## config.mk

```make
export PLATFORM = sky130hd
export DESIGN_NAME = fp_accum_ctrl
export DESIGN_NICKNAME = d
export VERILOG_FILES = /design/src/rtl/fp_accum_ctrl.sv
export SDC_FILE = /design/constraint.sdc
export NUM_CORES = 1
export LEC_CHECK = 0
export ABC_CLOCK_PERIOD_IN_PS = 2400
export BUFFER_PORTS_ARGS = -buffer_cell sky130_fd_sc_hd__buf_2
export CAP_MARGIN = 20
export CORE_MARGIN = 2
export CORE_UTILIZATION = 40
export DETAILED_ROUTE_END_ITERATION = 6
export PLACE_DENSITY_LB_ADDON = 0.25
export SYNTH_ARGS = -nofsm -noshare
export SYNTH_HDL_FRONTEND = slang
export SYNTH_SLANG_ARGS = --single-unit
```

## constraint.sdc

```tcl
create_clock -name clk -period 2.4 [get_ports clk]
set_input_delay 0.12 -clock clk [delete_from_list [all_inputs] [get_ports clk]]
set_output_delay 0.12 -clock clk [all_outputs]
set_load 0.02 [all_outputs]
```

## src/rtl/fp_accum_ctrl.sv

```systemverilog
// Sequencer that sums `count` single-precision operands through an external
// combinational adder. Define FP_ACC_SPECIAL_EN to add the sticky `special` (Inf/NaN seen) output.
module fp_accum_ctrl #(
    parameter int CNT_W = 8
) (
    input  logic             clk,
    input  logic             rst,
    input  logic             start,
    input  logic [CNT_W-1:0] count,
    input  logic             in_valid,
    input  logic [31:0]      in_data,
    output logic             in_ready,
    output logic [31:0]      add_a,
    output logic [31:0]      add_b,
    input  logic [31:0]      add_s,
    output logic             out_valid,
    output logic [31:0]      out_sum,
    output logic             busy
`ifdef FP_ACC_SPECIAL_EN
    ,
    output logic             special
`endif
);

    typedef enum logic [2:0] {
        IDLE,
        LOAD,
        FETCH,
        ADD,
        DONE
    } state_t;

    state_t           state_q, state_d;
    logic [CNT_W-1:0] remaining_q, remaining_d;
    logic [CNT_W-1:0] remaining_dec;
    logic [31:0]      acc_q, acc_d;
    logic [31:0]      op_q, op_d;
    logic [31:0]      out_sum_q, out_sum_d;
    logic             xfer;

    assign in_ready  = (state_q == LOAD) || (state_q == FETCH);
    assign xfer      = in_valid && in_ready;
    assign busy      = (state_q != IDLE);
    assign out_valid = (state_q == DONE);
    assign add_a     = acc_q;
    assign add_b     = op_q;
    assign out_sum   = out_sum_q;

    always_comb begin
        state_d       = state_q;
        remaining_d   = remaining_q;
        acc_d         = acc_q;
        op_d          = op_q;
        out_sum_d     = out_sum_q;
        // Saturating decrement keeps the counter from wrapping below zero.
        remaining_dec = (remaining_q != '0) ? remaining_q - CNT_W'(1) : '0;

        case (state_q)
            IDLE: begin
                if (start) begin
                    remaining_d = count;
                    acc_d       = '0;
                    op_d        = '0;
                    state_d     = (count == '0) ? DONE : LOAD;
                end
            end
            LOAD: begin
                if (in_valid) begin
                    acc_d       = in_data;
                    remaining_d = remaining_dec;
                    state_d     = (remaining_dec == '0) ? DONE : FETCH;
                end
            end
            FETCH: begin
                if (in_valid) begin
                    op_d        = in_data;
                    remaining_d = remaining_dec;
                    state_d     = ADD;
                end
            end
            ADD: begin
                acc_d   = add_s;
                state_d = (remaining_q == '0) ? DONE : FETCH;
            end
            DONE: begin
                state_d = IDLE;
            end
            default: begin
                state_d = IDLE;
            end
        endcase

        // Result register is loaded on DONE entry so it is valid during the pulse and holds after.
        if (state_d == DONE) begin
            out_sum_d = acc_d;
        end
    end

    always_ff @(posedge clk) begin
        if (rst) begin
            state_q     <= IDLE;
            remaining_q <= '0;
            acc_q       <= '0;
            op_q        <= '0;
            out_sum_q   <= '0;
        end else begin
            state_q     <= state_d;
            remaining_q <= remaining_d;
            acc_q       <= acc_d;
            op_q        <= op_d;
            out_sum_q   <= out_sum_d;
        end
    end

`ifdef FP_ACC_SPECIAL_EN
    logic special_q, special_d;

    // Exponent 8'hFF marks Inf or NaN on either the accepted operand or the adder result.
    always_comb begin
        special_d = special_q;
        if ((state_q == IDLE) && start) begin
            special_d = 1'b0;
        end else if (xfer && (in_data[30:23] == 8'hFF)) begin
            special_d = 1'b1;
        end else if ((state_q == ADD) && (add_s[30:23] == 8'hFF)) begin
            special_d = 1'b1;
        end
    end

    always_ff @(posedge clk) begin
        if (rst) begin
            special_q <= 1'b0;
        end else begin
            special_q <= special_d;
        end
    end

    assign special = special_q;
`endif

endmodule

```

==> flow_metrics.tcl <==
set metrics [dict create \
    status "finished, violations left" \
    failed_checks "setup timing" \
    drive_above_1_share 0.415 \
    final-setup-viol-count 22 \
    die_h_um 109 \
    place_hpwl_um 9570 \
    syn_avg_cell_area_um2 9.30 \
    firstDrtPassIters 6 \
    cp.required_ns 2.66 \
    clk_latency_ns 0.37 \
    tightest_slew_ns 0.490 \
    synthTopCellsByArea "dfxtp_1, mux2_2, a222oi_1" \
    p_leak_nw 2.80 \
    min_to "add_b[18]" \
    synthesis.area_mm2 0.00440 \
    synth-seq-area-share 0.487 \
    crit_start "remaining_q[1]" \
    core-area_mm2 0.0108 \
    synth_largest_area_cell "dfxtp_1" \
    cts-root-buf "clkbuf_8" \
    arrival_ns 2.74 \
    io_buffer_count 174 \
    fin_util 0.577 \
    grt_max_degree 42 \
    clkSlewWorstSetupHoldPaths_ns 0.10 \
    vdd_drop_max_mv 0.371 \
    use_met3 0.0658 \
    h-tree-depth 3 \
    r2r_cells 8 \
    ant_nets 0 \
    setup_ws_ns -0.0786 \
    slew_viol_final 0 \
    grt_first_pass_wirelength_um 21700 \
    p_per_area_mw_per_mm2 673 \
    cts_tree "built" \
    fmax_mhz 403 \
    via_per_inst 5.43 \
    rows 38 \
    mostFrequentLayoutCells "buf_2, dfxtp_1, nor2_1" \
    whs_path_depth 3 \
    grt-ovfl-total 0 \
    grtUsageMet1 0.308 \
    dp_slack_ns -0.228 \
    fp.dieW_um 109 \
    ys_ff_latch 107 \
    grt_use_met2 0.382 \
    clock-sinks 107 \
    drt_iter0_drc 450 \
    drc 0 \
    area_delta_synth_final_pct 41.6 \
    cts_buffer_depth 2 \
    wl_per_cell_um 17.5 \
    timing.rr.start "remaining_q[1]" \
    swShare 0.312 \
    antenna_found_initial 0 \
    reg2reg_setup_slack_ns -0.08 \
    tritoncts.num_buffers 9 \
    seqPwrFrac 0.457 \
    vias 4461 \
    fin_crit_sh 1.03 \
    cap_violations 0 \
    hold_class "in2reg" \
    grt_pass1_vias 4260 \
    slew_headroom 0.673 \
    synth_nets 550 \
    hold_start "in_data[18]" \
    end_kind "register" \
    gp_congestion 0.837 \
    cp-start-kind "register" \
    power_switching_mw 1.31 \
    comb_power_share 0.276 \
    initial_core_util 0.407 \
    layout_commonest_cell "buf_2" \
    yosys_warnings 0 \
    ios 175 \
    pwr-share-clk 0.267 \
    finalWirelength_um 14400 \
    cp_max_fo 4 \
    busiest_layer "met2" \
    yosysTopAreaCellShare 0.487 \
    reg2reg_to "out_sum[15]" \
    hold_viol 0 \
    yosysUniqueCellTypes 43 \
    dieArea_mm2 0.0118 \
    synth_cells 473 \
    grtUsageTotal 0.235 \
    power_mw 4.19 \
    grt_setup_unrepaired "true" \
    n_antenna_cell 0 \
    period_needed_ns 2.48 \
    critPathKind "reg2reg" \
    intPower_mw 2.88 \
    clock_skew_ns 0.00540 \
    fin_nets 755 \
]
## critical path, stage by stage, from the launching register on
cell	delay, ns
dfxtp_2	0.34
buf_6	0.11
or4_4	0.53
or4_4	0.53
o311ai_4	0.13
o32ai_4	0.14
buf_6	0.16
clkbuf_16	0.15
mux2_4	0.29
## power groups by stage
| stage | clock network, mW | logic (mW) | registers, mW |
|---|---|---|---|
| 3_3_place_gp | 0 | 1.03 | 1.94 |
| 6_report | 1.12 | 1.16 | 1.91 |
| 3_5_place_dp | 0 | 1.04 | 1.95 |
| 5_1_grt | 1.22 | 1.24 | 1.92 |
| 2_1_floorplan | 0 | 0.546 | 1.98 |
| 4_1_cts | 1.15 | 1.12 | 1.91 |
## what timing repair did
item | CTS | global route
hold buffers | 17 | 0
cloned | 1 | 1
setup endpoints to repair | 32 | 32
buffers inserted | 3 | 2
hold endpoints to repair | 17 | 0
gates resized for setup | 14 | 30
pin swaps | 6 | 2
## how the worst max path moves through the flow
stage,end,depth (start not counted)
final,out_sum[15],8
after CTS,out_sum[11],9
after detailed placement,out_sum[1],8
after global routing,out_sum[1],9
after global placement,out_sum[13],8
after floorplan,out_sum[10],8
## flip-flops by register name, indices dropped and copies added, names as in the netlist
name	cells
out_sum	32
add_b	32
add_a	32
state_q	3
remaining_q	8
## synth_stat cells, drive strengths merged
master,n
o311ai,1
xor2,1
o2bb2ai,2
nor3b,3
or4b,2
nor3,6
or3b,1
nor2,46
buf,6
and2,2
a2bb2oi,1
a21oi,38
nand3,32
o32ai,1
nand2,43
dfxtp,107
a21o,1
or3,2
o21ai,11
and3,2
o211ai,2
clkbuf,33
a211oi,7
mux2,32
a31oi,1
a31o,1
a222oi,32
o21bai,1
mux2i,1
or4,2
ha,1
o21a,2
nor4,4
o31a,2
inv,6
nor2b,35
nand2b,3
## cells by family after synthesis
family	after synthesis	synth area share
AO/OA/AOI/OAI	103	0.175
XOR/XNOR	1	0.00199
adder cells (fa/ha/maj)	1	0.00285
buffers and inverters	45	0.0441
flip-flops	107	0.487
multiplexers	33	0.0842
AND/OR/NAND/NOR	183	0.204
## layout make-up
type | instances | area (um^2)
clock buffers | 12 | 145
clock inverters | 3 | 47.5
fillers | 984 | 4570
inverters | 6 | 22.5
multi-input cells | 321 | 2230
flip-flops and latches | 107 | 2140
well taps | 140 | 175
repair buffers | 233 | 1460
## stage by stage
stage | instances | TNS, ns | area [um^2] | hold WS, ns
after CTS | 820 | -2.60 | 6090 | 0.00185
final | 822 | -1.39 | 6230 | 0.0168
after detailed placement | 784 | -6.30 | 5650 | 0.396
after global placement | 784 | -5.79 | 5650 | 0.388
after floorplan | 473 | -2.11 | 4430 | 0.272
after global routing | 822 | -3.88 | 6230 | 0.00190
## metal layers
metal / part of all wire / wire length [um]
met1: 0.44 / 6260
met2: 0.46 / 6660
met3: 0.089 / 1270
met4: 0.011 / 159
met5: 0 / 0
Note: power is estimated with default switching activity, not from simulation.
